--- config.mk ---
export PLATFORM = sky130hd
export DESIGN_NAME = serial_frame_deserializer
export DESIGN_NICKNAME = d
export VERILOG_FILES = /design/src/rtl/serial_frame_deserializer.sv
export SDC_FILE = /design/constraint.sdc
export NUM_CORES = 1
export LEC_CHECK = 0
export BUFFER_PORTS_ARGS = -buffer_cell sky130_fd_sc_hd__buf_4
export CAP_MARGIN = 10
export CORE_MARGIN = 2
export CORE_UTILIZATION = 57
export CTS_BUF_LIST = sky130_fd_sc_hd__clkbuf_4
export DETAILED_ROUTE_END_ITERATION = 16
export HOLD_SLACK_MARGIN = 0.03
export PLACE_DENSITY = 0.77
export SYNTH_ARGS = -nofsm -noshare
export SYNTH_HDL_FRONTEND = slang
export SYNTH_SLANG_ARGS = --single-unit
export TNS_END_PERCENT = 10
--- constraint.sdc ---
create_clock -name CLK -period 2.1 [get_ports CLK]
set_input_delay 0.42 -clock CLK [delete_from_list [all_inputs] [get_ports CLK]]
set_output_delay 0.42 -clock CLK [all_outputs]
set_load 0.01 [all_outputs]
--- src/rtl/serial_frame_deserializer.sv ---
// -----------------------------------------------------------------------------
// serial_frame_deserializer
//
// Receives framed serial data one bit per clock, LSB first, and presents each
// completed word on a single-entry parallel output buffer with a valid/ready
// handshake.
//
// Frame on SI (arrival order): start(1), BITS data bits LSB first,
// even-parity bit (XOR of the data bits), stop(0). The idle line is 0.
//
// Ports:
//   CLK     in   system clock, rising edge
//   RST     in   asynchronous active-low reset
//   SI      in   serial bit stream, one bit per rising CLK edge
//   READY   in   consumer takes DOUT when READY and VALID are both high
//   DOUT    out  last completed data word (BITS wide)
//   VALID   out  DOUT holds an unconsumed word
//   PERR    out  parity mismatch flag of the word in DOUT (valid with VALID)
//   FERR    out  one-cycle pulse: stop bit was 1, frame discarded
//   OVERRUN out  one-cycle pulse: completed frame dropped, buffer was full
//
// All outputs are registered; there is no combinational path from SI or
// READY to any output.
// -----------------------------------------------------------------------------
module serial_frame_deserializer #(
   parameter int BITS = 4   // data bits per frame, 2..32
) (
   input  logic            CLK,
   input  logic            RST,
   input  logic            SI,
   input  logic            READY,
   output logic [BITS-1:0] DOUT,
   output logic            VALID,
   output logic            PERR,
   output logic            FERR,
   output logic            OVERRUN
);

   localparam int CW = $clog2(BITS);
   localparam logic [CW-1:0] LAST_BIT = CW'(BITS - 1);

   typedef enum logic [1:0] {
      S_IDLE,
      S_DATA,
      S_PARITY,
      S_STOP
   } state_t;

   state_t          state;
   logic [CW-1:0]   bit_cnt;
   logic [BITS-1:0] shreg;
   logic            par_err;

   // Single sequential process: the receive FSM and the output buffer share
   // the same edge so every output is a plain register.
   always_ff @(posedge CLK or negedge RST) begin
      if (!RST) begin
         // NOTE: the shift register is cleared too, so a frame cut by reset
         // leaves no stale bits that could leak into a later word.
         state   <= S_IDLE;
         bit_cnt <= '0;
         shreg   <= '0;
         par_err <= 1'b0;
         DOUT    <= '0;
         VALID   <= 1'b0;
         PERR    <= 1'b0;
         FERR    <= 1'b0;
         OVERRUN <= 1'b0;
      end else begin
         // NOTE: non-blocking assignments throughout; the default pulse
         // clears below are overridden by later assignments in this block.
         FERR    <= 1'b0;
         OVERRUN <= 1'b0;

         // Handshake frees the buffer; a frame completing on this same edge
         // overrides this with VALID <= 1 in the STOP branch.
         if (VALID && READY) begin
            VALID <= 1'b0;
         end

         case (state)
            S_IDLE: begin
               if (SI) begin
                  state   <= S_DATA;
                  bit_cnt <= '0;
               end
            end

            S_DATA: begin
               // LSB arrives first, so shifting right leaves it in bit 0.
               shreg <= {SI, shreg[BITS-1:1]};
               if (bit_cnt == LAST_BIT) begin
                  state <= S_PARITY;
               end else begin
                  bit_cnt <= bit_cnt + 1'b1;
               end
            end

            S_PARITY: begin
               par_err <= SI ^ (^shreg);
               state   <= S_STOP;
            end

            S_STOP: begin
               if (SI) begin
                  // Bad stop bit: drop the frame. This bit is not a start.
                  FERR <= 1'b1;
               end else if (!VALID || READY) begin
                  DOUT  <= shreg;
                  PERR  <= par_err;
                  VALID <= 1'b1;
               end else begin
                  OVERRUN <= 1'b1;
               end
               state <= S_IDLE;
            end

            default: state <= S_IDLE;
         endcase
      end
   end

endmodule

### Word level (Yosys, flattened, before mapping)

Cells that the tools add are included.

* bits in registers: 17
* input port bits: 4
* output and inout port bits: 8
* logic and storage cells: 43

* $add $sub $neg: 1
* equal/unequal tests: 7
* mux-type cells: 15
* bitwise operators: 2
* reduce and logical (&&, ||, !) cells: 9

Operator list (number)
* $mux W1: 9
* $mux W2: 4
* $pmux W2 S4: 1
* $eq A2 B2 Y1 const B: 3
* $ne A2 B2 Y1 const B: 3
* $reduce_and A3 Y1: 2
* $pmux W2 S2: 1
* $reduce_xor A4 Y1: 1
* $add A2 B1 Y2 const B: 1
* $eq A2 B1 Y1 const B: 1
* $logic_not A2 Y1: 1
* $reduce_and A2 Y1: 1
* $reduce_bool A2 Y1: 1
* $logic_and A1 B1 Y1: 1
* $logic_not A1 Y1: 1
* $logic_or A1 B1 Y1: 1
* $not A1 Y1: 1
* $xor A1 B1 Y1: 1

### Longest topological paths before layout

* word-level depth: 5
* mapped depth: 5
* gate-level depth less buffers: 5

### Worst setup path after synthesis

Ideal clock, no wire load.

* kind: register to register
* start point: register state[0]
* end point: register bit_cnt[0]
* arrival: 1.376 ns
* data required time: 1.972 ns
* slack: 0.596 ns
* stages on the path, launching flop included: 6
* cells stage by stage: dfrtp_1 inv_1 ha_1 nor2b_1 a211oi_2 mux2_1

* cells in the longest elaborated chain, start to end: 3
* elaborated cells between the ends (all ways): 7
* classes of those cells: eq/ne: 3; mux: 1; reduce/logical: 3

Ends and longest elaborated chain
* start: declaration: RTL line 49 `state_t state;`
* start signal: assignment: RTL line 60 `state <= S_IDLE;`
* start signal: assignment: RTL line 84 `state <= S_DATA;`
* start signal: assignment: RTL line 93 `state <= S_PARITY;`
* $eq A2 B1 Y1 or $logic_not A2 Y1 (tied branches): RTL line 81 `case (state)`
* $ne A2 B2 Y1 (no source line) or $reduce_bool A2 Y1 (tied branches)
* $reduce_and A3 Y1 (no source line)
* end signal: assignment: RTL line 95 `bit_cnt <= bit_cnt + 1'b1;`
* end: declaration: RTL line 50 `logic [CW-1:0] bit_cnt;`

Parallel ways exist; a longest one is shown, timed or not.
A chain may end at the register's enable or synchronous reset.

### Worst setup path after layout

* start point: register state[1]
* end point: register bit_cnt[0]

Same word-level chain as after synthesis.

==> flow_summary.toml <==
[synthesis]
ys_seq_area_share_pct = 53.1
ys.flop_type = "dfrtp_1"
syn_area_um2 = 801
syn-num-nets = 69
ys_seq_elements = 17
yosysMostFrequentCell = "dfrtp_1"
avgSynthCellArea_um2 = 13.8
ys_types = 17
synthArstFlopShare_pct = 100
synth-edff-count = 0
yosys-top-cells-count = "dfrtp_1 (17), ha_1 (7), mux2_1 (6), mux2_2 (5), inv_1 (4)"
yosysWarnings = 0
synth_top_area_share_pct = 53.1
yosys-top-cells-area = "dfrtp_1 (53%), ha_1 (11%), mux2_1 (8.4%), mux2_2 (7.0%), xnor3_1 (2.8%)"
yosys.area.top_type = "dfrtp_1"
synthCells = 58

[grt]
gr-total-overflow = 0
grt_usage_pct = 17.8
antenna_found_initial = 0
grt_max_degree = 18
grt_pass1_vias = 487
grt_first_pass_wirelength_um = 2250

[critical_path]
crit_path_max_incr_delay_ns = 0.42
crit_fanout = 6
required_ns = 2.29
critical_path_buf_inv_count = 1
critical_path.slowest_cell = "dfrtp_1"
critPathTopFamily = "flip-flops"
worstPathCellList = "inv_1, ha_1, nor2_1, a211oi_2, mux2_1"
start_kind = "flop"
endpoint_kind = "flop"
crit_type = "reg -> reg"
arrival_ns = 1.84

[power_and_ir_drop]
p_int_w = 0.000956
swShare_pct = 34.2
total_power_w = 0.00145
clock_power_share_pct = 13.0
p_seq_share_pct = 40.8
pwr-share-comb_pct = 46.2
switchingPower_w = 0.000496
pwr_density_cell_nw_per_um2 = 1540
peakVddDrop_mv = 0.859
p_leak_nw = 0.471

[sta]
fin_skew_ns = 0.00583
relSlewSlack_pct = 79.3
setup_violations = 0
max_freq_mhz = 607
tns_ns = 0
final_hold_viol_count = 0
timing.final.ws_setup_ns = 0.452
finalCriticalPeriod_ns = 1.65
hold-worst-slack_ns = 0.403
fin_crit_sh_pct = 78.5
worst_pin_slew_ns = 0.311
slew_violations = 0
rsz0062_at_grt = "false"

[clocking]
cts_buffers = 3
clk_latency_ns = 0.29
cts_resized = 0
cts-root-buf = "clkbuf_4"
clk_pin_slew_worst_paths_ns = 0.10
cts_max_level = 1
cts_buffer_depth = 2
cts_tree = "built"
clock-sinks = 17

[floorplanning]
start_util_pct = 61.5
dieArea_um2 = 1720
die_h_um = 41.5
core_um2 = 1300
rows = 13
die-width_um = 41.5
io_pins = 12

[min_path]
hp-class = "in -> reg"

[drt]
drt_iter0_drc = 6
drt-total-wl_um = 1260
drc_errors = 0
vias = 455
routedWlPerCell_um = 14.2
ant_nets = 0
routed_via_density = 5.11
drtPass1Iterations = 2

[placed_design]
postPlaceCellArea_um2 = 902
gp_congestion = 0.755
place_ws_ns = 0.448
portBuffers = 11
dp_hpwl_um = 978

[final_layout]
area_growth_pct = 17.7
final_layout_size_suffix_gt1_share_pct = 29.7
nets = 86
antennaDiodeCount = 0
fin_area_um2 = 942
fillers = 90

[run]
cap_violations = 0

[outcome]
status = "finished, final reports clean"
-- metal layers --
metal | vias to the layer above | part of all wire [%] | global-route usage, %
li1 | 225 | - | -
met1 | 216 | 44 | 21.3
met2 | 12 | 49 | 30.3
met3 | 2 | 6.0 | 5.65
met4 | 0 | 1.4 | 5.81
met5 | - | 0 | 0
-- per-stage QoR --
stage / std cells / utilization (%)
4_1_cts: 89 / 72.4
2_1_floorplan: 58 / -
6_report: 89 / 72.4
3_3_place_gp: 84 / 69.3
5_1_grt: 89 / 72.4
3_5_place_dp: 84 / 69.3
-- path summary, 6_finish.rpt --
path                         endpoint  depth (start not counted)  startpoint  slack, ns
max                        bit_cnt[0]                          5    state[1]       0.45
min                              FERR                          2          SI       0.40
max reg2reg                bit_cnt[0]                          5    state[1]       0.45
min reg2reg                      PERR                          1     par_err       0.50
max in group asynchronous  bit_cnt[1]                          2         RST       1.40
min in group asynchronous  bit_cnt[0]                          2         RST       0.51
-- registers in the layout, summed over array words and instances (netlist names) --
register  count
OVERRUN       1
PERR          1
par_err       1
shreg         4
state         2
DOUT          4
FERR          1
VALID         1
bit_cnt       2
-- what timing repair did --
item | 4_1_cts | 5_1_grt
endpoints found under the hold margin | 17 | 0
setup buffers | 0 | 0
hold buffers | 1 | 0
-- power groups by stage --
stage	sequential (W)	clock, W	combinational, W
3_3_place_gp	0.000589	0	0.000655
6_report	0.000592	0.000189	0.000671
3_5_place_dp	0.000602	0	0.000679
5_1_grt	0.000617	0.000208	0.000742
4_1_cts	0.000596	0.000194	0.000681
2_1_floorplan	0.000606	0	0.000460
-- worst register-to-register path: stages, from the launching register on --
cell and delay [ns]:
dfrtp_1 0.42, inv_1 0.13, ha_1 0.34, nor2_1 0.09, a211oi_2 0.23, mux2_1 0.34
-- cells in the final DEF, fill, tap and decap left out, types with 2 or more instances in the layout --
cell type,instances
buf_4,11
clkbuf_4,4
dfrtp_1,17
ha_1,7
inv_1,4
mux2_1,6
mux2_2,5
mux2i_1,2
nand2_1,2
nand2b_1,3
nor2_1,3
nor2b_1,2
-- layout make-up --
type / count / area, um2 / share of cell area, %
clock buffer: 4 / 30.0 / 3.19
multi-input combinational: 37 / 360 / 38.2
tap: 15 / 18.8 / 1.99
sequential: 17 / 425 / 45.2
timing repair buffer: 12 / 92.6 / 9.83
inverter: 4 / 15.0 / 1.59
-- kinds of logic after synthesis --
logic type      synth area share, %
compound gates                 2.19
xor+xnor                       5.00
fa+ha+maj                      10.9
buf+inv                        1.87
flops                          53.1
mux                            19.8
simple gates                   7.03
(Power assumes the default switching activity.)
